**config.mk**
```make
export PLATFORM = sky130hd
export DESIGN_NAME = legendre_rom_arbiter
export DESIGN_NICKNAME = d
export VERILOG_FILES = /design/src/rtl/legendre_rom_arbiter.sv
export SDC_FILE = /design/constraint.sdc
export NUM_CORES = 1
export LEC_CHECK = 0
export BUFFER_PORTS_ARGS = -buffer_cell sky130_fd_sc_hd__buf_2
export CAP_MARGIN = 10
export CORE_ASPECT_RATIO = 0.9
export CORE_MARGIN = 10
export CORE_UTILIZATION = 50
export DETAILED_ROUTE_END_ITERATION = 7
export PLACE_DENSITY = 0.74
export SYNTH_ARGS = -nofsm -noshare
export SYNTH_HDL_FRONTEND = slang
export SYNTH_SLANG_ARGS = --single-unit
```
**constraint.sdc**
```tcl
create_clock -name clk -period 5.4 [get_ports clk]
set_input_delay 0.54 -clock clk [delete_from_list [all_inputs] [get_ports clk]]
set_output_delay 0.54 -clock clk [all_outputs]
set_load 0.01 [all_outputs]
```
**src/rtl/legendre_rom_arbiter.sv**
```systemverilog
// Purpose : shares one synchronous Legendre ROM among NREQ Weil PRN requester ports.
// Latency : grant and ROM select in cycle T (combinational); legendre_data valid in T+1.
// Backpr. : requesters hold req_rd until granted; rom_busy blocks all grants, waits keep counting.
// Option  : define LEGENDRE_ARB_STAT_EN to build the stat_max_wait statistic register.
module legendre_rom_arbiter #(
  parameter int NREQ     = 8,
  parameter int MAX_WAIT = 8,
  parameter int AW       = 10
) (
  input  logic                 clk,
  input  logic                 rst_b,
  input  logic [NREQ-1:0]      req_rd,
  input  logic [NREQ-1:0]      req_preempt,
  input  logic [NREQ*AW-1:0]   req_addr,
  output logic [NREQ-1:0]      req_read_valid,
  output logic [15:0]          legendre_data,
  input  logic                 rom_busy,
  output logic                 rom_rd,
  output logic [AW-1:0]        rom_addr,
  input  logic [15:0]          rom_data,
  input  logic                 stat_clr,
  output logic [7:0]           stat_max_wait
);

  localparam int              PW         = (NREQ > 1) ? $clog2(NREQ) : 1;
  localparam logic [7:0]      MAX_WAIT_C = 8'(MAX_WAIT);
  localparam logic [PW:0]     NREQ_C     = (PW+1)'(NREQ);
  localparam logic [PW-1:0]   LAST_IDX   = PW'(NREQ - 1);

  // Arbitration state
  logic [PW-1:0]   rr_ptr;
  logic [7:0]      wait_cnt [NREQ];
  logic [AW-1:0]   last_addr;
  logic            dphase;
  logic [15:0]     data_q;

  // Per-port views of the request bundle
  logic [AW-1:0]   addr_arr [NREQ];
  logic [NREQ-1:0] starved;
  logic [NREQ-1:0] pre_req;

  // Winner of the current cycle
  logic            grant_any;
  logic [PW-1:0]   gnt_idx;
  logic [PW:0]     rr_sum;
  logic [PW-1:0]   rr_idx;

  for (genvar gi = 0; gi < NREQ; gi++) begin : g_addr
    assign addr_arr[gi] = req_addr[gi*AW +: AW];
  end

  assign pre_req = req_rd & req_preempt;

  // A port is starved once it has waited MAX_WAIT cycles with its request up
  always_comb begin
    starved = '0;
    for (int i = 0; i < NREQ; i++) begin
      starved[i] = req_rd[i] && (wait_cnt[i] == MAX_WAIT_C);
    end
  end

  // Three-tier priority pick: starved (fixed, lowest index), then preempt RR, then plain RR
  always_comb begin
    grant_any = 1'b0;
    gnt_idx   = '0;
    rr_sum    = '0;
    rr_idx    = '0;
    if (!rom_busy) begin
      for (int i = 0; i < NREQ; i++) begin
        if (!grant_any && starved[i]) begin
          grant_any = 1'b1;
          gnt_idx   = PW'(i);
        end
      end
      for (int k = 0; k < NREQ; k++) begin
        rr_sum = {1'b0, rr_ptr} + (PW+1)'(k);
        if (rr_sum >= NREQ_C) begin
          rr_sum = rr_sum - NREQ_C;
        end
        rr_idx = rr_sum[PW-1:0];
        if (!grant_any && pre_req[rr_idx]) begin
          grant_any = 1'b1;
          gnt_idx   = rr_idx;
        end
      end
      for (int k = 0; k < NREQ; k++) begin
        rr_sum = {1'b0, rr_ptr} + (PW+1)'(k);
        if (rr_sum >= NREQ_C) begin
          rr_sum = rr_sum - NREQ_C;
        end
        rr_idx = rr_sum[PW-1:0];
        if (!grant_any && req_rd[rr_idx]) begin
          grant_any = 1'b1;
          gnt_idx   = rr_idx;
        end
      end
    end
  end

  // One-hot grant back to the requesters and address mux toward the ROM
  always_comb begin
    req_read_valid = '0;
    if (grant_any) begin
      req_read_valid[gnt_idx] = 1'b1;
    end
    rom_rd   = grant_any;
    rom_addr = grant_any ? addr_arr[gnt_idx] : last_addr;
  end

  // Pointer advance, address hold and data-phase tracking
  always_ff @(posedge clk or negedge rst_b) begin
    if (!rst_b) begin
      rr_ptr    <= '0;
      last_addr <= '0;
      dphase    <= 1'b0;
      data_q    <= '0;
    end else begin
      dphase <= grant_any;
      if (grant_any) begin
        rr_ptr    <= (gnt_idx == LAST_IDX) ? '0 : gnt_idx + PW'(1);
        last_addr <= addr_arr[gnt_idx];
      end
      if (dphase) begin
        data_q <= rom_data;
      end
    end
  end

  // ROM word passes straight through in the data phase, otherwise the last word is held
  assign legendre_data = dphase ? rom_data : data_q;

  // Saturating wait counters, counting through rom_busy as well
  always_ff @(posedge clk or negedge rst_b) begin
    if (!rst_b) begin
      for (int i = 0; i < NREQ; i++) begin
        wait_cnt[i] <= '0;
      end
    end else begin
      for (int i = 0; i < NREQ; i++) begin
        if (!req_rd[i] || req_read_valid[i]) begin
          wait_cnt[i] <= '0;
        end else if (wait_cnt[i] != MAX_WAIT_C) begin
          wait_cnt[i] <= wait_cnt[i] + 8'd1;
        end
      end
    end
  end

`ifdef LEGENDRE_ARB_STAT_EN
  logic [7:0] stat_q;
  logic [7:0] gnt_wait;

  assign gnt_wait = wait_cnt[gnt_idx];

  // High-water mark of the wait seen by granted ports; clear beats update
  always_ff @(posedge clk or negedge rst_b) begin
    if (!rst_b) begin
      stat_q <= '0;
    end else if (stat_clr) begin
      stat_q <= '0;
    end else if (grant_any && (gnt_wait > stat_q)) begin
      stat_q <= gnt_wait;
    end
  end

  assign stat_max_wait = stat_q;
`else
  logic unused_stat_clr;

  assign unused_stat_clr = stat_clr;
  assign stat_max_wait   = 8'd0;
`endif

endmodule

```
==> metrics.md, run 1 <==
| Metric | Value |
|---|---|
| Chip width | `between 150 and 200 µm` |
| Maxcap violations | `0` |
| EDFF count, synth | `0` |
| Max incr delay on CP | `between 0.4 and 0.5 ns` |
| FF-to-FF End | `wait_cnt[17]` |
| # setup viols final | `0` |
| Num CTS Buffers | `9` |
| Clock slew seen by the registers of the worst setup and hold paths | `about 0.07 ns` |
| Share of power burned in registers | `0.187` |
| Synth Register Bits | `94` |
| Vias after detailed routing | `6954` |
| Placed insts | `1144` |
| Critical-path maximum fanout | `24` |
| Synth warn | `0` |
| Slew of the pin with the lowest slew margin | `0.714 ns` |
| Register-to-register setup slack | `0.94 ns` |
| Diode count | `0` |
| Worst-Skew Late Latency | `0.35 ns` |
| CP bufs+invs | `4` |
| Sequential area share after synthesis | `0.306` |
| Req. time, crit path | `4.86 ns` |
| Area growth from synthesis to layout | `15.9%` |
| Final hold violations | `0` |
| Post-DP Area | `0.00856 mm²` |
| Setup ws final | `between 0.2 and 0.25 ns` |
| Nets | `1095` |
| Fillers | `roughly 1300` |
| Ys async rst share | `1.00` |
| Pin count of the biggest net entering global routing | `roughly 60` |
| Setup WS pre-CTS | `0.482 ns` |
| Worst setup EP type | `primary output` |
| Final worst-path cycle share | `0.959` |
| Core area | `between 0.01 and 0.015 mm²` |
| GRT Overall Usage | `0.205` |
| FP Rows | `42` |
| Leak Pwr | `roughly 3.9 nW` |
| Initial Utilization | `0.517` |
| Critical Setup Path Class | `reg -> out` |
| H-tree depth | `3` |
| Synth Flop Type | `dfrtp_1` |
| Yosys top cell by area | `dfrtp_1` |
| Final wirelength | `22.1 mm` |
| Fmax | `about 190 MHz` |
| Die area | `roughly 0.021 mm²` |
| Final core occ | `0.599` |
| Vias in the first global route | `between 6000 and 7000` |
| GPL Wtd Cong | `0.989` |
| Crit path cell chain | `inv_2 > ha_4 > buf_4 > mux4_2 > nand2b_1 > a31oi_1 > a2111oi_2 > a2111oi_2 > o21ai_1 > a221oi_4 > clkbuf_16 > mux2_2 > a221oi_1 > o21ai_1 > buf_2` |
| Gr ovfl total | `0` |
| Crit path arrival time | `around 4.6 ns` |
| Cells after Synth | `approximately 830` |
| Routed WL per cell | `around 19 µm` |
| CTS tree | `built` |
| Vias per cell | `5.98` |
| Post-synth cell types | `just under 80` |
| Slew HR | `0.518` |
| Post-cts hold buffer count | `0` |
| Worst VDD drop | `~0.35 mV` |
| Hold WS | `between 0.2 and 0.25 ns` |
| Fin Clk Skew | `around 0.0081 ns` |
| Slowest cell on the critical path | `mux4_2` |
| Status | `finished clean` |
| Clock network power share | `0.127` |
| PwrDens | `between 500 and 600 mW/mm²` |
| Antenna Nets Post-Route | `0` |
| Initial drt markers | `slightly below 700` |
| Startpoint types | `flip-flop` |
| Final HPWL DP | `between 15 and 20 mm` |
| Int Power | `2.60 mW` |
| Mapped Area | `0.00768 mm²` |
| Share of the synthesized area in the top cell type | `0.306` |
| Share of power burned in combinational logic | `0.686` |
| NetSw | `around 2.4 mW` |
| Clock Tree Root | `clkbuf_16` |
| Clk sinks | `94` |
| Avg Synthesized Cell Area | `between 9 and 10 µm²` |
| Io pins | `roughly 160` |
| FF-to-FF Start | `rr_ptr[1]` |
| Family with the most delay on the worst path | `compound AO/OA/AOI/OAI gates` |
| Clock tree buffer depth | `2` |
| Drt pass-1 iters | `6` |
| Layout cells sized above 1 | `0.304` |
| Final worst path period need | `between 5 and 6 ns` |
| Final slew viol count | `0` |
| First-pass GRT wire length | `34.6 mm` |
| Sw frac | `0.477` |
| Hold Path Class | `in -> async` |
| DRC | `0` |
| Initial antenna violation count | `0` |
| Worst reg2reg path depth | `15` |
| Largest cells by area after synthesis | `dfrtp_1, mux2_2, mux4_2` |
| PortBufs | `roughly 150` |
| Post-route insts no fill | `around 1200` |
| DIE HEIGHT | `138 µm` |
| Final instance area | `a little under 0.009 mm²` |
==> kinds of logic (layout without fill, tap and decap cells) <==
| logic type | Yosys count | in the layout | share of synthesized area |
|---|---|---|---|
| and+or+nand+nor | 319 | 319 | 0.226 |
| AOI/OAI and AO/OA | 147 | 147 | 0.134 |
| muxes | 112 | 112 | 0.188 |
| DFF | 94 | 94 | 0.306 |
| buffers and inverters | 84 | 214 | 0.0555 |
| xor gates and xnor gates | 52 | 52 | 0.0593 |
| adders and majority gates | 19 | 19 | 0.0309 |
| other | 1 | 8 | 0.000488 |
==> worst max path at each step <==
stage,cells past startpoint,from,end,slack (ns)
6_report,15,rr_ptr[1],rom_addr[0],0.22
3_5_place_dp,13,req_rd[5],rom_addr[0],0.48
2_1_floorplan,15,rr_ptr[1],rom_addr[8],0.89
4_1_cts,15,rr_ptr[1],rom_addr[0],0.09
5_1_grt,15,rr_ptr[1],rom_addr[2],-0.001
3_3_place_gp,15,rr_ptr[1],rom_addr[5],0.51
==> power by group through the flow <==
stage | sequential [mW] | clock, mW | combinational, mW
after CTS | 0.928 | 0.650 | 3.31
after global routing | 0.949 | 0.678 | 3.70
after floorplan | 0.916 | 0 | 2.52
final | 0.930 | 0.634 | 3.41
after detailed placement | 0.941 | 0 | 3.29
after global placement | 0.935 | 0 | 3.25
==> cell type report <==
class                   instances  area [µm²]  area share
well taps                     198         248      0.0278
repair buffers                172         946       0.106
flip-flops and latches         94        2350       0.264
inverters                      26        97.6      0.0110
multi-input cells             657        4970       0.557
clock buffers                   9         225      0.0253
clock inverters                 7        73.8     0.00829
==> routing by layer <==
metal,share of wire,vias to the layer above,global-route usage
li1,-,3282,-
met1,0.43,3459,0.273
met2,0.50,193,0.340
met3,0.054,20,0.0308
met4,0.016,0,0.0540
met5,0,-,0
==> state kept, by name, indices dropped and copies added (netlist names) <==
signal	count
data_q	16
dphase	1
last_addr	10
rr_ptr	3
wait_cnt	64
==> synthesized netlist by cell type, types with 8 or more instances <==
cell type   n
dfrtp_1    94
nor2_1     84
nand2_1    50
mux2_2     49
nand3_1    48
xor2_1     37
mux2i_1    36
and3_1     28
a21oi_1    26
inv_1      23
clkbuf_1   22
o211ai_1   21
ha_1       19
mux4_2     19
nand2b_1   19
and2_1     18
o21ai_0    18
buf_2      17
xnor2_1    15
o21ai_1    13
buf_4      12
a221oi_1   10
nand4_1     8
==> metrics by stage <==
stage	TNS, ns	total power [mW]
finish	0	4.97
global route	-0.00142	5.33
CTS	0	4.88
detailed placement	0	4.23
global placement	0	4.19
floorplan	0	3.43
==> cell usage in the layout, fill, tap and decap left out, types with 5 or more instances in the layout <==
cell type	Yosys	layout
nor4bb_1	6	6
mux2i_1	36	36
o21ai_1	13	13
nand3b_1	7	7
and3_1	28	27
o21ai_0	18	18
a21oi_1	26	25
nand2b_1	19	19
conb_1	1	8
mux4_2	19	20
xnor2_1	15	15
o22ai_1	5	5
inv_1	23	23
buf_2	17	148
dfrtp_1	94	93
a221oi_1	10	9
and2_1	18	17
ha_1	19	18
nand4_1	8	8
nor2_1	84	84
nand3_1	48	48
clkbuf_16	0	10
xor2_1	37	37
nor4_1	6	6
buf_4	12	21
nor2b_1	6	6
a22oi_1	6	6
mux2_1	7	7
nand2_1	50	50
o211ai_1	21	21
mux2_2	49	49
a31oi_1	5	5
==> repair_timing <==
action,CTS,global route
buffers inserted,0,2
endpoints found under the setup margin,0,10
gates resized for setup,0,9
No activity file was read; power rests on OpenSTA's default activity.
==> run 2: changes to the inputs <==
==> constraint.sdc (replaced) <==
create_clock -name clk -period 5.4 [get_ports clk]
set_input_delay 1.08 -clock clk [delete_from_list [all_inputs] [get_ports clk]]
set_output_delay 1.08 -clock clk [all_outputs]
set_load 0.01 [all_outputs]
==> metrics.md, run 2 (synthesis results as in run 1) <==
| Metric | Value |
|---|---|
| Status | `finished, violations left` |
| Failing checks | `setup timing` |
| Final worst-path cycle share | `1.05` |
| Clk sinks | `94` |
| Post-cts hold buffer count | `0` |
| Clock Tree Root | `clkbuf_16` |
| Initial Utilization | `0.517` |
| Worst-Skew Late Latency | `0.35 ns` |
| Area growth from synthesis to layout | `39.1%` |
| Setup ws final | `-0.271 ns` |
| Vias after detailed routing | `about 7900` |
| Pin count of the biggest net entering global routing | `63` |
| Worst setup EP type | `flip-flop` |
| Num CTS Buffers | `9` |
| Critical Setup Path Class | `in -> reg` |
| PortBufs | `roughly 150` |
| Final HPWL DP | `approximately 18 mm` |
| Pwr Total | `~7 mW` |
| First-pass GRT wire length | `39.2 mm` |
| Area taken by multi-input logic gates | `approximately 0.0053 mm²` |
| Most frequent cells in the layout | `buf_2, buf_4, dfrtp_1` |
| Die area | `roughly 0.021 mm²` |
| GRT Overall Usage | `0.235` |
| Layout cells sized above 1 | `0.436` |
| Clock tree buffer depth | `2` |
| CTS tree | `built` |
| Io pins | `159` |
| Startpoint types | `primary input` |
| Vias in the first global route | `7623` |
| Initial antenna violation count | `0` |
| Hold Path Class | `reg -> reg` |
| Drt pass-1 iters | `5` |
| Final hold violations | `0` |
| Leak Pwr | `4.86 nW` |
| Clock slew seen by the registers of the worst setup and hold paths | `about 0.08 ns` |
| Req. time, crit path | `around 5.7 ns` |
| Worst VDD drop | `around 0.38 mV` |
| Final slew viol count | `0` |
| Most common cell after layout, fill and taps aside | `buf_2` |
| Core area | `approximately 0.015 mm²` |
| Maxcap violations | `0` |
| Unrepaired setup endpoints after global routing | `yes` |
| Fillers | `1086` |
| GPL Wtd Cong | `~0.94` |
| Hold depth | `1` |
| Max reg flops | `between 60 and 70` |
| Slew of the pin with the lowest slew margin | `about 0.80 ns` |
| Fmax | `176 MHz` |
| Placed insts | `1241` |
| Antenna Nets Post-Route | `0` |
| Worst reg2reg path depth | `26` |
| # setup viols final | `12` |
| FP Rows | `42` |
| H-tree depth | `3` |
| Diode count | `0` |
| Initial drt markers | `about 760` |
| Gr ovfl total | `0` |
| Final wirelength | `roughly 27 mm` |
| Biggest regs | `wait_cnt x64, data_q x16, last_addr x10` |
| Fin Clk Skew | `about 0.013 ns` |
| Chip width | `about 150 µm` |
| Vias per cell | `slightly above 6` |
| PwrDens | `637 mW/mm²` |
| Crit path arrival time | `slightly below 6 ns` |
| Final worst path period need | `5.67 ns` |
| Top reg by flops | `wait_cnt` |
| Critical-path maximum fanout | `8` |
| Nets | `1242` |
| DIE HEIGHT | `138 µm` |
| Routed WL per cell | `approximately 20 µm` |
| FF/Latch Area | `0.00235 mm²` |
| DRC | `0` |
| Post-route insts no fill | `1310` |
| Slew HR | `0.464` |
[run 2: cell count changes in the layout (fill, tap and decap cells not counted), moves of 6 or more]
cell / change
buf_12: +9
buf_6: +31
and2_4: +10
buf_2: -10
buf_4: +111
mux2_4: +13
a221oi_1: -8
mux2_2: -11
a221oi_2: +6
and2_1: -9
[run 2: routing by layer]
layer | share of wire | GRT usage
met2 | 0.50 | 0.395
met5 | 0 | 0
met4 | 0.039 | 0.111
met1 | 0.39 | 0.293
met3 | 0.071 | 0.0331
[run 2: worst paths after layout]
kind                       startpoint           end  slack [ns]
min reg2reg                 data_q[7]     data_q[7]        0.50
max reg2reg                 rr_ptr[2]  last_addr[7]       -0.08
min in group asynchronous       rst_b   wait_cnt[0]        0.81
max in group asynchronous       rst_b  wait_cnt[30]        3.67
min                         data_q[7]     data_q[7]        0.50
max                         req_rd[3]  last_addr[7]       -0.27
[run 2: power by group]
group | total, mW | internal (mW) | leakage (nW) | switching [mW]
sequential | 0.941 | 0.830 | 1.23 | 0.111
combinational | 5.24 | 2.64 | 3.50 | 2.61
clock | 0.625 | 0.322 | 0.136 | 0.303
[run 2: what timing repair did]
item	CTS	global route
endpoints found under the setup margin	14	18
buffers inserted	30	21
cloned	3	2
resized for setup	82	57
pin swaps	31	34
[run 2: cell type report]
class / instances / area share
Tap cell: 198 / 0.0232
Multi-Input combinational cell: 657 / 0.500
Timing Repair Buffer: 319 / 0.220
Inverter: 26 / 0.00913
Clock buffer: 9 / 0.0211
Clock inverter: 7 / 0.00621
Sequential cell: 94 / 0.220
[run 2: stage by stage]
stage / worst slack (ns) / TNS [ns] / hold slack, ns / area, µm² / util
floorplan: 0.165 / 0 / 0.497 / 7710 / -
global placement: -0.251 / -2.45 / 0.476 / 9340 / 0.628
detailed placement: -0.273 / -2.69 / 0.482 / 9340 / 0.628
CTS: -0.0586 / -0.371 / 0.498 / 10300 / 0.693
global route: -0.359 / -3.26 / 0.508 / 10700 / 0.719
finish: -0.271 / -2.20 / 0.497 / 10700 / 0.719
[run 2: worst max-delay path: stages]
cell       delay [ns]
buf_8            0.11
buf_8            0.13
mux4_2           0.58
buf_6            0.16
o21bai_1         0.15
a311oi_1         0.14
a311oi_1         0.39
o22ai_2          0.17
a221oi_4         0.33
buf_6            0.15
buf_6            0.09
clkbuf_16        0.14
mux2_2           0.34
a221oi_2         0.27
o21ai_1          0.16
buf_4            0.16
buf_4            0.12
buf_4            0.12
buf_4            0.13
buf_4            0.13
buf_4            0.12
buf_4            0.12
buf_4            0.13
buf_4            0.12
buf_4            0.12
buf_4            0.13
buf_4            0.12
==> run 3: changes to the inputs <==
==> constraint.sdc (replaced) <==
create_clock -name clk -period 5.3 [get_ports clk]
set_input_delay 1.06 -clock clk [delete_from_list [all_inputs] [get_ports clk]]
set_output_delay 1.06 -clock clk [all_outputs]
set_load 0.01 [all_outputs]
==> metrics.md, run 3 (synthesis results as in run 1) <==
| Metric | Value |
|---|---|
| Final core occ | `0.719` |
| Metal3 WL | `slightly above 2 mm` |
| Top Metal Used | `met4` |
| DIE HEIGHT | `between 100 and 150 µm` |
| Clock slew seen by the registers of the worst setup and hold paths | `roughly 0.07 ns` |
| Initial antenna violation count | `0` |
| # setup viols final | `10` |
| Vias after detailed routing | `around 8000` |
| Slew HR | `0.516` |
| FP Rows | `between 40 and 50` |
| Fin Clk Skew | `0.0117 ns` |
| Io pins | `159` |
| Final slew viol count | `0` |
| Most frequent cells in the layout | `buf_2, buf_4, dfrtp_1` |
| Startpoint types | `primary input` |
| CP bufs+invs | `7` |
| Nets | `1241` |
| Fmax | `about 180 MHz` |
| Core area | `approximately 0.015 mm²` |
| Met1 wire length | `between 10 and 15 mm` |
| GPL Wtd Cong | `between 0.9 and 1` |
| Failing checks | `setup timing` |
| DRC | `0` |
| WP depth | `17` |
| Layout cells sized above 1 | `0.440` |
| Worst-Skew Late Latency | `between 0.3 and 0.4 ns` |
| Max incr delay on CP | `between 0.5 and 0.6 ns` |
| Diode count | `0` |
| Vias per cell | `a little over 6` |
| Gr ovfl total | `0` |
| Setup crit start | `req_rd[3]` |
| Leak Pwr | `4.87 nW` |
| Setup TNS | `-1.63 ns` |
| Pin count of the biggest net entering global routing | `57` |
| Most common cell on crit path | `buf_4` |
| Area growth from synthesis to layout | `39.1%` |
| Req. time, crit path | `4.24 ns` |
| Clock Tree Root | `clkbuf_16` |
| Critical Path Sink | `rom_addr[9]` |
| Worst reg2reg path depth | `28` |
| FF-to-FF End | `last_addr[2]` |
| Final HPWL DP | `~18 mm` |
| FF/Latch Area | `roughly 0.0024 mm²` |
| Die area | `0.0207 mm²` |
| Clock tree buffer depth | `2` |
| Hold Path Class | `reg -> reg` |
| Num CTS Buffers | `9` |
| Family with the most delay on the worst path | `buffers and inverters` |
| Worst VDD drop | `between 0.3 and 0.4 mV` |
| PortBufs | `approximately 150` |
| Max reg flops | `64` |
| Status | `finished, violations left` |
| Crit path cell chain | `buf_6 > buf_6 > mux4_2 > buf_4 > nand3b_1 > a221oi_2 > nand4_1 > buf_4 > buf_4 > nor2_1 > nand2_2 > a21oi_4 > and2_4 > buf_12 > a221oi_2 > o21ai_1 > buf_2` |
| FF-to-FF Start | `wait_cnt[32]` |
| Crit path arrival time | `roughly 4.4 ns` |
| Vias in the first global route | `roughly 7600` |
| Fillers | `a little over 1000` |
| Chip width | `between 150 and 200 µm` |
| Final worst path period need | `5.50 ns` |
| Routed WL per cell | `around 21 µm` |
| Slew of the pin with the lowest slew margin | `around 0.73 ns` |
| Maxcap violations | `0` |
| Slowest cell on the critical path | `mux4_2` |
| CTS tree | `built` |
| Critical Setup Path Class | `in -> out` |
| Clk sinks | `94` |
| Register-to-register setup slack | `approximately 0.25 ns` |
| GRT Overall Usage | `0.238` |
| Top reg by flops | `wait_cnt` |
| First-pass GRT wire length | `39.5 mm` |
| Unrepaired setup endpoints after global routing | `yes` |
| Most common cell after layout, fill and taps aside | `buf_2` |
| Setup WS pre-CTS | `-0.293 ns` |
| Final hold violations | `0` |
| Post-cts hold buffer count | `0` |
| Area taken by multi-input logic gates | `between 0.005 and 0.006 mm²` |
| Final worst-path cycle share | `1.04` |
| PwrDens | `around 650 mW/mm²` |
| Setup ws final | `-0.204 ns` |
| Initial drt markers | `around 800` |
| Met2 Routed Length | `13.7 mm` |
| Antenna Nets Post-Route | `0` |
| Critical-path maximum fanout | `7` |
| H-tree depth | `3` |
| Final wirelength | `27.1 mm` |
| Drt pass-1 iters | `7` |
| Biggest regs | `wait_cnt x64, data_q x16, last_addr x10` |
| Worst setup EP type | `primary output` |
| Initial Utilization | `0.517` |
[run 3: final cells by class]
class	count	area share
Tap cell	198	0.0232
Sequential cell	94	0.220
Inverter	26	0.00936
Clock buffer	9	0.0211
Timing Repair Buffer	318	0.219
Multi-Input combinational cell	657	0.500
Clock inverter	7	0.00726
[run 3: routing by layer]
metal | track usage | vias up
met5 | 0 | -
met4 | 0.0839 | 0
li1 | - | 3583
met2 | 0.404 | 413
met3 | 0.0407 | 98
met1 | 0.299 | 3889
[run 3: worst min path at each step]
stage,from,end,slack (ns),cells after the start
detailed placement,data_q[3],data_q[3],0.48,1
floorplan,wait_cnt[63],wait_cnt[63],0.50,2
global route,data_q[9],data_q[9],0.52,1
finish,data_q[3],data_q[3],0.50,1
CTS,data_q[6],data_q[6],0.50,1
global placement,data_q[3],data_q[3],0.48,1
[run 3: power breakdown]
| part | leakage [nW] | switching [mW] | internal [mW] |
|---|---|---|---|
| registers | 1.23 | 0.114 | 0.845 |
| logic | 3.50 | 2.64 | 2.69 |
| clock network | 0.144 | 0.318 | 0.335 |
[run 3: stage by stage]
stage | instance area [µm²] | cells | hold slack (ns) | power (mW)
5_1_grt | 10700 | 1309 | 0.517 | 7.29
3_5_place_dp | 9370 | 1245 | 0.484 | 4.88
4_1_cts | 10300 | 1298 | 0.502 | 6.35
3_3_place_gp | 9370 | 1245 | 0.475 | 4.83
2_1_floorplan | 7710 | 835 | 0.497 | 3.50
6_report | 10700 | 1309 | 0.498 | 6.95
[run 3: repair_timing]
item                                   in CTS  in global routing
pin swaps                                  32                 32
setup endpoints to repair                  14                 19
cloned                                      3                  3
gates resized for setup                    77                 68
buffers inserted                           34                 11
endpoints found under the hold margin       0                  0
